--- config.mk ---
export PLATFORM = sky130hd
export DESIGN_NAME = act_pipe_unit
export DESIGN_NICKNAME = d
export VERILOG_FILES = /design/src/rtl/npu_act_pkg.sv /design/src/rtl/act_lane.sv /design/src/rtl/act_pipe_unit.sv
export SDC_FILE = /design/constraint.sdc
export NUM_CORES = 1
export LEC_CHECK = 0
export CELL_PAD_IN_SITES_DETAIL_PLACEMENT = 1
export CELL_PAD_IN_SITES_GLOBAL_PLACEMENT = 2
export CORE_ASPECT_RATIO = 0.5
export CORE_UTILIZATION = 36
export CTS_CLUSTER_DIAMETER = 200
export DETAILED_ROUTE_END_ITERATION = 7
export HOLD_SLACK_MARGIN = 0.08
export PLACE_DENSITY_LB_ADDON = 0.2
export SETUP_SLACK_MARGIN = 0.05
export SLEW_MARGIN = 5
export SYNTH_ARGS = -nofsm -noshare
export SYNTH_HDL_FRONTEND = slang
export SYNTH_SLANG_ARGS = --single-unit
--- constraint.sdc ---
create_clock -name CLKEXT -period 4.9 [get_ports CLKEXT]
set_clock_uncertainty 0.1 [all_clocks]
set_input_delay 0.49 -clock CLKEXT [delete_from_list [all_inputs] [get_ports CLKEXT]]
set_output_delay 0.49 -clock CLKEXT [all_outputs]
set_load 0.02 [all_outputs]
--- src/rtl/npu_act_pkg.sv ---
// Shared activation-stage definitions: mode encodings and default lane geometry.
package npu_act_pkg;

  localparam int DEF_DATA_W = 16;
  localparam int DEF_LANES  = 4;

  typedef enum logic [1:0] {
    ACT_BYPASS = 2'b00,
    ACT_RELU   = 2'b01,
    ACT_LEAKY  = 2'b10,
    ACT_CLIP   = 2'b11
  } act_mode_e;

endpackage

--- src/rtl/act_lane.sv ---
// Single-lane combinational activation: bypass, ReLU, leaky ReLU, clipped ReLU.
module act_lane
  import npu_act_pkg::*;
#(
  parameter int DATA_W     = DEF_DATA_W,
  parameter int LEAK_SHIFT = 3,
  parameter int CLIP_VAL   = 'h0600
) (
  input  logic [DATA_W-1:0] x,
  input  logic [1:0]        mode,
  output logic [DATA_W-1:0] y,
  output logic              is_neg,
  output logic              is_clip
);

  localparam logic signed [DATA_W-1:0] CLIP_S = DATA_W'(CLIP_VAL);

  logic signed [DATA_W-1:0] xs;
  logic                     over_clip;

  assign xs        = x;
  assign is_neg    = x[DATA_W-1];
  assign over_clip = xs > CLIP_S;

  always_comb begin
    y       = x;
    is_clip = 1'b0;
    case (act_mode_e'(mode))
      ACT_BYPASS: y = x;
      ACT_RELU: begin
        if (is_neg) y = '0;
      end
      // Arithmetic shift floors toward minus infinity, so small negatives settle at -1.
      ACT_LEAKY: begin
        if (is_neg) y = xs >>> LEAK_SHIFT;
      end
      ACT_CLIP: begin
        if (is_neg) begin
          y = '0;
        end else if (over_clip) begin
          y       = CLIP_S;
          is_clip = 1'b1;
        end
      end
      default: y = x;
    endcase
  end

endmodule

--- src/rtl/act_pipe_unit.sv ---
// Two-stage valid/ready multi-lane activation pipeline with flush.
// Optional lane statistics counters are enabled by defining ACT_STATS_EN.
module act_pipe_unit
  import npu_act_pkg::*;
#(
  parameter int DATA_W     = DEF_DATA_W,
  parameter int LANES      = DEF_LANES,
  parameter int LEAK_SHIFT = 3,
  parameter int CLIP_VAL   = 'h0600,
  parameter int CNT_W      = 16
) (
  input  logic                    CLKEXT,
  input  logic                    RST_GLO_N,
  input  logic                    FLUSH,
  input  logic [1:0]              MODE_ACT,
  input  logic                    in_valid,
  output logic                    in_ready,
  input  logic [LANES*DATA_W-1:0] Data_Reg,
  output logic                    out_valid,
  input  logic                    out_ready,
  output logic [LANES*DATA_W-1:0] ACT_OUT
`ifdef ACT_STATS_EN
  ,
  input  logic                    STATS_CLR,
  output logic [CNT_W-1:0]        neg_cnt,
  output logic [CNT_W-1:0]        clip_cnt
`endif
);

  localparam int BUS_W = LANES * DATA_W;

  logic             s1_valid_reg, s1_valid_next;
  logic [BUS_W-1:0] s1_data_reg;
  logic [1:0]       s1_mode_reg;
  logic             s2_valid_reg, s2_valid_next;
  logic [BUS_W-1:0] s2_data_reg;

  logic             s1_ready, s2_ready, in_fire, s2_load;
  logic [BUS_W-1:0] act_data;
  logic [LANES-1:0] lane_neg, lane_clip;

  assign s2_ready = !s2_valid_reg || out_ready;
  assign s1_ready = !s1_valid_reg || s2_ready;
  // Reset gating keeps the source from launching beats into a held pipeline.
  assign in_ready = s1_ready && !FLUSH && RST_GLO_N;
  assign in_fire  = in_valid && in_ready;
  assign s2_load  = s1_valid_reg && s2_ready;

  always_comb begin
    s1_valid_next = s1_valid_reg;
    s2_valid_next = s2_valid_reg;
    if (FLUSH) begin
      s1_valid_next = 1'b0;
      s2_valid_next = 1'b0;
    end else begin
      if (s1_ready) s1_valid_next = in_fire;
      if (s2_ready) s2_valid_next = s1_valid_reg;
    end
  end

  always_ff @(posedge CLKEXT or negedge RST_GLO_N) begin
    if (!RST_GLO_N) begin
      s1_valid_reg <= 1'b0;
      s1_data_reg  <= '0;
      s1_mode_reg  <= '0;
      s2_valid_reg <= 1'b0;
      s2_data_reg  <= '0;
    end else begin
      s1_valid_reg <= s1_valid_next;
      s2_valid_reg <= s2_valid_next;
      if (in_fire) begin
        s1_data_reg <= Data_Reg;
        s1_mode_reg <= MODE_ACT;
      end
      if (s2_load) s2_data_reg <= act_data;
    end
  end

  generate
    for (genvar gi = 0; gi < LANES; gi++) begin : g_lane
      act_lane #(
        .DATA_W    (DATA_W),
        .LEAK_SHIFT(LEAK_SHIFT),
        .CLIP_VAL  (CLIP_VAL)
      ) u_lane (
        .x      (s1_data_reg[gi*DATA_W +: DATA_W]),
        .mode   (s1_mode_reg),
        .y      (act_data[gi*DATA_W +: DATA_W]),
        .is_neg (lane_neg[gi]),
        .is_clip(lane_clip[gi])
      );
    end
  endgenerate

  assign out_valid = s2_valid_reg;
  assign ACT_OUT   = s2_data_reg;

`ifdef ACT_STATS_EN
  localparam int PC_W  = $clog2(LANES + 1);
  localparam int SUM_W = CNT_W + PC_W;

  logic [LANES-1:0] s2_neg_reg, s2_clip_reg;
  logic [PC_W-1:0]  neg_pc, clip_pc;
  logic [CNT_W-1:0] neg_cnt_reg, clip_cnt_reg;
  logic             out_fire;

  function automatic logic [CNT_W-1:0] sat_add(input logic [CNT_W-1:0] c,
                                               input logic [PC_W-1:0]  n);
    logic [SUM_W-1:0] s;
    s = SUM_W'(c) + SUM_W'(n);
    return (s > SUM_W'({CNT_W{1'b1}})) ? {CNT_W{1'b1}} : s[CNT_W-1:0];
  endfunction

  assign out_fire = s2_valid_reg && out_ready;

  always_comb begin
    neg_pc  = '0;
    clip_pc = '0;
    for (int i = 0; i < LANES; i++) begin
      neg_pc  = neg_pc + PC_W'(s2_neg_reg[i]);
      clip_pc = clip_pc + PC_W'(s2_clip_reg[i]);
    end
  end

  always_ff @(posedge CLKEXT or negedge RST_GLO_N) begin
    if (!RST_GLO_N) begin
      s2_neg_reg   <= '0;
      s2_clip_reg  <= '0;
      neg_cnt_reg  <= '0;
      clip_cnt_reg <= '0;
    end else begin
      if (s2_load) begin
        s2_neg_reg  <= lane_neg;
        s2_clip_reg <= lane_clip;
      end
      if (STATS_CLR) begin
        neg_cnt_reg  <= '0;
        clip_cnt_reg <= '0;
      end else if (out_fire) begin
        neg_cnt_reg  <= sat_add(neg_cnt_reg, neg_pc);
        clip_cnt_reg <= sat_add(clip_cnt_reg, clip_pc);
      end
    end
  end

  assign neg_cnt  = neg_cnt_reg;
  assign clip_cnt = clip_cnt_reg;
`else
  logic             unused_flags;
  logic [CNT_W-1:0] unused_cnt;
  assign unused_flags = ^{lane_neg, lane_clip};
  assign unused_cnt   = '0;
`endif

endmodule

* Word level (Yosys, flattened, before mapping) *
Cells that the tools add are included.
Widths: inputs -> output; s select.

cells by class
  $lt $le $gt $ge = 4
  eq/ne operators = 3
  muxes and demuxes = 24
  reduce and logical (&&, ||, !) cells = 12

operator list
  operator              number
  $pmux 16 s4           4
  $mux 16               8
  $mux 15               8
  $gt 16x12->1 const B  4
  $eq 2x2->1 const B    2
  $logic_and 1x1->1     4
  $mux 1                4
  $reduce_bool 2->1     2
  $logic_not 1->1       3
  $eq 2x1->1 const B    1
  $logic_not 2->1       1
  $logic_or 1x1->1      2

storage, ports and cells
  register bits = 132
  input port bits = 71
  output and inout port bits = 66
  word-level logic and storage cells = 48

* Longest topological paths before layout *
Gate-level depths: netlist of run 1.

  word-level depth = 8
  mapped depth = 7
  gate-level depth less buffers = 4

* By module *
From an unflattened synthesis of run 1, not the netlist that was laid out.

second synthesis, totals
  cell total of the unflattened synthesis = 538
  area total of the unflattened synthesis = 6,491.2 um2

modules (own cells, without submodules)
  module         times used  cells an instance  area each (um2)  sequential area each (um2)
  act_pipe_unit  1           286                5,054.8          3,303.2
  act_lane       4           63                 359.1            0.0

* Least setup slack after synthesis of run 1 *
OpenSTA, ideal clock, no wires.

  kind = register to register
  from = reg s2_valid_reg, in the netlist out_valid
  to = reg s1_data_reg[0]
  arrival = 1.828 ns
  setup slack = 2.847 ns
  stages on the path, launching flop included = 7
  buffers on the path = 2
  clock period less this slack = 2.053 ns
  cells stage by stage = dfrtp_1 -> nor2b_1 -> a21oi_1 -> nand2_1 -> buf_2 -> buf_2 -> mux2_2

on the way
  cells in the longest elaborated chain, start to end = 6

ends and longest elaborated chain
  what                            line                 RTL
  start: declaration              act_pipe_unit.sv:35  logic s2_valid_reg, s2_valid_next;
  start signal: assignment        act_pipe_unit.sv:70  s2_valid_reg <= s2_valid_next;
  $logic_not 1->1                 act_pipe_unit.sv:42  assign s2_ready = !s2_valid_reg || out_ready;
  $logic_or 1x1->1                act_pipe_unit.sv:42
  $logic_or 1x1->1                act_pipe_unit.sv:43  assign s1_ready = !s1_valid_reg || s2_ready;
  $logic_and 1x1->1 (2 in a row)  act_pipe_unit.sv:45  assign in_ready = s1_ready && !FLUSH && RST_GLO_N;
  net in_ready                    act_pipe_unit.sv:17  output logic in_ready,
  $logic_and 1x1->1               act_pipe_unit.sv:46  assign in_fire = in_valid && in_ready;
  end signal: assignment          act_pipe_unit.sv:72  s1_data_reg <= Data_Reg;
  end: declaration                act_pipe_unit.sv:33  logic [BUS_W-1:0] s1_data_reg;

The timed path passes the listed nets, and every way through them passes these cells.
A chain may end at the register's enable or synchronous reset.

* Final worst setup path of run 1 *
  from = in RST_GLO_N
  to = out in_ready

on the way
  cells in the longest elaborated chain, start to end = 1

ends and longest elaborated chain
  what                line                 RTL
  start: declaration  act_pipe_unit.sv:13  input logic RST_GLO_N,
  $logic_and 1x1->1   act_pipe_unit.sv:45
  end: declaration    act_pipe_unit.sv:17

Every way passes these cells.

==> results of run 1 <==
worst reg2reg max path, cell delays in order, from the launching register on:
cell     delay, ns
dfrtp_1       0.94
nand2_1       0.47
o32ai_2       1.14
o41ai_1       0.17
per-layer routing:
layer | up-vias | part of all wire, % | global-route usage [%]
li1 | 2322 | - | -
met1 | 2525 | 50 | 31.0
met2 | 135 | 44 | 31.6
met3 | 22 | 4.9 | 4.34
met4 | 0 | 1.4 | 7.12
met5 | - | 0 | 0
power by group through the flow:
stage | Clock (mW) | Combinational [mW] | Sequential (mW)
finish | 1.21 | 1.31 | 1.68
global route | 1.28 | 1.43 | 1.73
CTS | 1.24 | 1.33 | 1.69
detailed placement | 0 | 1.32 | 1.70
global placement | 0 | 1.30 | 1.70
floorplan | 0 | 0.586 | 1.78
logic make-up after synthesis:
family,share of synthesized area [%]
buf+inv,4.04
simple gates,10.6
compound gates,16.3
flops,52.0
mux,17.1
worst paths after layout:
check                                               to  slack, ns  cells past startpoint
max in group asynchronous  s1_data_reg[20]$_DFFE_PN0P_       2.86                      3
min                            ACT_OUT[16]$_DFFE_PN0P_       0.38                      2
max                                           in_ready       1.63                      5
max reg2reg                    ACT_OUT[33]$_DFFE_PN0P_       1.91                      3
min reg2reg                    ACT_OUT[16]$_DFFE_PN0P_       0.38                      2
min in group asynchronous       ACT_OUT[2]$_DFFE_PN0P_       0.59                      2
cell type report:
type,instances,area (sq um)
repair buffers,143,1420
flip-flops and latches,132,3300
fillers,1748,8430
multi-input cells,369,2800
well taps,227,284
inverters,4,15.0
clock inverters,13,111
clock buffers,19,443
placed cells by master (no fill, tap or decap), types with 4 or more instances in the layout:
| cell | Yosys | routed |
|---|---|---|
| a22oi_1 | 7 | 7 |
| a31oi_1 | 6 | 6 |
| nor3_1 | 4 | 4 |
| clkbuf_16 | 0 | 17 |
| o41ai_2 | 5 | 5 |
| nand2b_1 | 4 | 4 |
| clkinvlp_4 | 0 | 4 |
| and4_1 | 23 | 23 |
| mux2_2 | 66 | 66 |
| o31ai_1 | 33 | 33 |
| nand3_1 | 10 | 10 |
| nand2_1 | 46 | 45 |
| clkdlybuf4s50_1 | 0 | 135 |
| o41ai_1 | 14 | 14 |
| dfrtp_1 | 132 | 132 |
| nor4_1 | 6 | 6 |
| buf_4 | 0 | 6 |
| a21oi_1 | 46 | 46 |
| clkinv_2 | 0 | 5 |
| nor2_1 | 14 | 13 |
| mux2i_1 | 34 | 34 |
| a21o_1 | 7 | 7 |
| nand4_1 | 4 | 4 |
| a221oi_1 | 4 | 4 |
| o21ai_0 | 10 | 10 |
==> summary.txt, run 1 <==
GRT Residual Overflow - 0
Port Buf Inserts - 136
Worst slew margin - 17.8%
vias in the first global route - 5084
layout cells sized above 1 - 18.1%
First-pass DRT Iterations - 4
# IOs - 137
power per cell area - 503 nW/um^2
fin cells - 907
Antenna diodes - 0
Hold WS - 0.381 ns
Crit Reg-Reg Startpoint - s1_mode_reg[1]$_DFFE_PN0P_
count leader, synth - dfrtp_1
required time of the worst setup path - 4.31 ns
NetSw - 1.48 mW
first-pass GRT wire length - 29400 um
Total GRT Usage - 21.3%
# hold bufs at CTS - 1
Final Power - 4.21 mW
die width - 190 um
RD Place Congestion - 0.774
unique cell type count in the Yosys netlist - 48
Worst path top cell family by delay - buffers and inverters
Crit-path slowest cell - clkdlybuf4s50_1
Clock transition at path regs - 0.05 ns
Routed Antenna Nets - 0
CORE AREA - 16800 sq um
Crit. End Element - output port
synthesized net count - 622
final period utilization - 66.7%
Sw Ratio - 35.2%
post-route core utilization - 49.8%
Via density - 5.52
vias - 5004
Clk network pwr share - 28.8%
Post-Syn Area - 6350 sq um
setup slack after layout - 1.63 ns
Final Max Tran Viols - 0
# DRC - 0
Clock Tree Buf Depth - 2
post-CTS setup buffers - 0
drt total wl - 18300 um
CP Launch Point - RST_GLO_N
clk sinks - 132
final hold vios - 0
PostCTS Resize Cnt - 0
Die Area - 18200 sq um
sequential area share after synthesis - 52.0%
Die H - 95.9 um
Crit Path Category - primary input to output port
Int Pwr - 2.73 mW
Leakage - 3.54 nW
initial antenna violation count - 0
outcome - complete, no violations
TNS Setup - 0 ns
DP Cell Count - 874
RSZ-0062 raised after global routing - no
Tmin final - 3.27 ns
Synth Instances - 551
Yosys top cell by area - dfrtp_1
Flop pwr share - 40.0%
Max Cap Viol - 0
Starting Density - 37.8%
EDFF count, synth - 0
Core Rows - 33
CTS tree - built
ys flop type - dfrtp_1
top-area cell type share of the netlist area - 52.0%
delay of the slowest cell on the worst path - 0.67 ns
1st-iter DRT viols - 272
YS warnings - 0
Peak Freq - 306 MHz
Root Driver - clkbuf_16
DP HPWL - 11900 um
Tightest Pin Transition - 1.23 ns
WL per Instance - 20.2 um
most frequent cells after synthesis - 132 x dfrtp_1, 66 x mux2_2, 46 x a21oi_1, 46 x nand2_1, 34 x mux2i_1
NumNets Final - 738
Syn-to-layout area delta - 31.9%
Crit path buffers/inverters - 3
synth top area cells - dfrtp_1 52%, mux2_2 12%, mux2i_1 5.4%
Critical Path Start Type - primary input
syn avg cell area - 11.5 sq um
Cell Chain, Critical Path - dlygate4sd3_1 > buf_6 > nand2b_1 > a21oi_1 > clkdlybuf4s50_1
crit-path max FO - 80
CTS Buf Count - 17
design area - 8380 sq um
Final setup viols - 0
maximum number of pins on one net before global-route repair - 86
Skew-Pair Late Insertion Delay - 0.42 ns
Hold Crit Start - ACT_OUT[16]$_DFFE_PN0P_
logic gate share of total power - 31.2%
H-tree Lvls - 4
DP Area - 7810 sq um
Tightest Hold Check Type - flop to flop
Yosys reg bits - 132
Post-Place Worst Slack - 1.82 ns
CP Data Arrival Time - 2.68 ns
Worst VDD drop - 0.000295 V
Synth async-reset ratio - 100%
No activity file was read; power rests on OpenSTA's default activity.
==> inputs of run 2 (changes only) <==
--- a/config.mk
+++ b/config.mk
@@ -8,7 +8,7 @@
 export CELL_PAD_IN_SITES_DETAIL_PLACEMENT = 1
 export CELL_PAD_IN_SITES_GLOBAL_PLACEMENT = 2
 export CORE_ASPECT_RATIO = 0.5
-export CORE_UTILIZATION = 36
+export CORE_UTILIZATION = 33
 export CTS_CLUSTER_DIAMETER = 200
 export DETAILED_ROUTE_END_ITERATION = 7
 export HOLD_SLACK_MARGIN = 0.08
==> constraint.sdc (replaced) <==
create_clock -name CLKEXT -period 3.1 [get_ports CLKEXT]
set_clock_uncertainty 0.1 [all_clocks]
set_input_delay 0.31 -clock CLKEXT [delete_from_list [all_inputs] [get_ports CLKEXT]]
set_output_delay 0.31 -clock CLKEXT [all_outputs]
set_load 0.02 [all_outputs]
==> summary.txt, run 2 (synthesized netlist as in run 1, its figures left out) <==
post-CTS setup buffers - 0 (unchanged)
multi-input logic area - 2800 sq um (unchanged)
Root Driver - clkbuf_16
final period utilization - 76.8%
CTS Buf Count - 17 (unchanged)
initial antenna violation count - 0 (unchanged)
vias - 4968 (-0.72%)
Tmin final - 2.38 ns
post-route core utilization - 46.1% (-3.7 points)
Die H - 100 um (+4.4%)
Peak Freq - 420 MHz
Via density - 5.26 (-4.7%)
required time of the worst setup path - 2.69 ns (-1.62 ns)
NumNets Final - 744 (+0.81%)
CP Launch Point - s1_valid_reg$_DFFE_PN0P_
CORE AREA - 18600 sq um (+11%)
CP Data Arrival Time - 1.97 ns (-0.71 ns)
Crit Path Category - flop to output port
maximum number of pins on one net before global-route repair - 133 (+55%)
Flop pwr share - 37.2% (-2.8 points)
Clock Tree Buf Depth - 2 (unchanged)
logic gate share of total power - 31.3% (about the same)
Final Max Tran Viols - 0 (unchanged)
Sw Ratio - 33.8% (-1.3 points)
Tightest Hold Check Type - flop to flop
RSZ-0062 raised after global routing - no
Routed Antenna Nets - 0 (unchanged)
Starting Density - 34.1% (-3.7 points)
final hold vios - 0 (unchanged)
Clk network pwr share - 31.5% (+2.7 points)
TNS Setup - 0 ns (unchanged)
Skew-Pair Late Insertion Delay - 0.42 ns (about the same)
GRT Residual Overflow - 0 (unchanged)
Syn-to-layout area delta - 35.1%
Hold Crit Start - ACT_OUT[63]$_DFFE_PN0P_
Clock transition at path regs - 0.06 ns (about the same)
die width - 198 um (+4.4%)
Tightest Pin Transition - 1.25 ns (+0.0155 ns)
first-pass GRT wire length - 30500 um (+3.8%)
Crit. End Element - output port
RD Place Congestion - 0.786 (+1.6%)
most frequent cells in the layout - 135 x clkdlybuf4s50_1, 132 x dfrtp_1, 66 x mux2_2
Core Rows - 35 (+6.1%)
# IOs - 137 (unchanged)
crit-path max FO - 14 (-83%)
drt total wl - 19000 um (+3.7%)
CTS tree - built
vias in the first global route - 5294 (+4.1%)
Crit Reg-Reg Startpoint - s1_data_reg[37]$_DFFE_PN0P_
1st-iter DRT viols - 191 (-30%)
layout cells sized above 1 - 18.8% (+0.72 points)
First-pass DRT Iterations - 4 (unchanged)
Leakage - 3.62 nW (+2.3%)
Max Cap Viol - 0 (unchanged)
clk sinks - 132 (unchanged)
# DRC - 0 (unchanged)
Port Buf Inserts - 136 (unchanged)
H-tree Lvls - 4 (unchanged)
Layout fillers - 1949 (+11%)
WL per Instance - 20.1 um (-0.46%)
Antenna diodes - 0 (unchanged)
Worst VDD drop - 0.000344 V (+17%)
power per cell area - 812 nW/um^2 (+62%)
Reg area - 3300 sq um (unchanged)
Die Area - 19800 sq um (+8.9%)
Final setup viols - 0 (unchanged)
outcome - complete, no violations
DP HPWL - 12300 um (+3.2%)
Worst slew margin - 16.8% (-1.0 points)
commonest non-fill, non-tap cell in the layout - clkdlybuf4s50_1
Total GRT Usage - 20.2% (-1.2 points)
Int Pwr - 4.61 mW (+69%)
Critical Path Start Type - flop
NetSw - 2.36 mW (+59%)
## run 2: critical path: stages (launching register included)
cell and delay, ns:
dfrtp_1 0.58, a21oi_1 0.31, clkdlybuf4s50_1 0.66
## run 2: final timing paths
check,to,slack [ns],depth (start not counted)
setup / recovery,in_ready,0.72,2
hold / removal,ACT_OUT[63]$_DFFE_PN0P_,0.37,2
setup reg to reg,ACT_OUT[33]$_DFFE_PN0P_,0.87,4
hold reg to reg,ACT_OUT[63]$_DFFE_PN0P_,0.37,2
max in group asynchronous,s1_data_reg[23]$_DFFE_PN0P_,1.86,3
min in group asynchronous,ACT_OUT[2]$_DFFE_PN0P_,0.47,3
## run 2: through the flow
| stage | std cells | setup WS [ns] | area [sq um] | hold slack [ns] | power, mW |
|---|---|---|---|---|---|
| global placement | 912 | 0.872 | 7930 | 0.355 | 4.78 |
| CTS | 945 | 0.697 | 8580 | 0.370 | 7.06 |
| detailed placement | 912 | 0.872 | 7930 | 0.359 | 4.81 |
| floorplan | 551 | 1.05 | 6350 | -0.0856 | 3.74 |
| finish | 945 | 0.719 | 8580 | 0.371 | 6.96 |
| global route | 945 | 0.651 | 8580 | 0.387 | 7.34 |
## run 2: power groups by stage
stage,clock network (mW),logic [mW],registers [mW]
detailed placement,0,2.19,2.62
floorplan,0,0.927,2.81
global route,2.31,2.36,2.66
CTS,2.26,2.21,2.60
finish,2.20,2.18,2.59
global placement,0,2.16,2.62
## run 2: area by class of cell
class	instances	share of cell area, %
Multi-Input combinational cell	369	32.7
Inverter	4	0.175
Timing Repair Buffer	149	17.5
Tap cell	259	3.78
Clock buffer	20	5.32
Clock inverter	12	2.09
Sequential cell	132	38.5
## run 2: timing repair
action	4_1_cts	5_1_grt
endpoints found under the setup margin	0	0
resized for setup	0	0
hold buffers	1	0
endpoints found under the hold margin	132	0
## run 2: layer usage
metal	up-vias	global-route usage (%)	share of wire, %
met5	-	0	0
met4	0	5.13	0.93
met3	11	3.90	3.0
met2	70	29.9	44
met1	2562	30.0	52
li1	2325	-	-
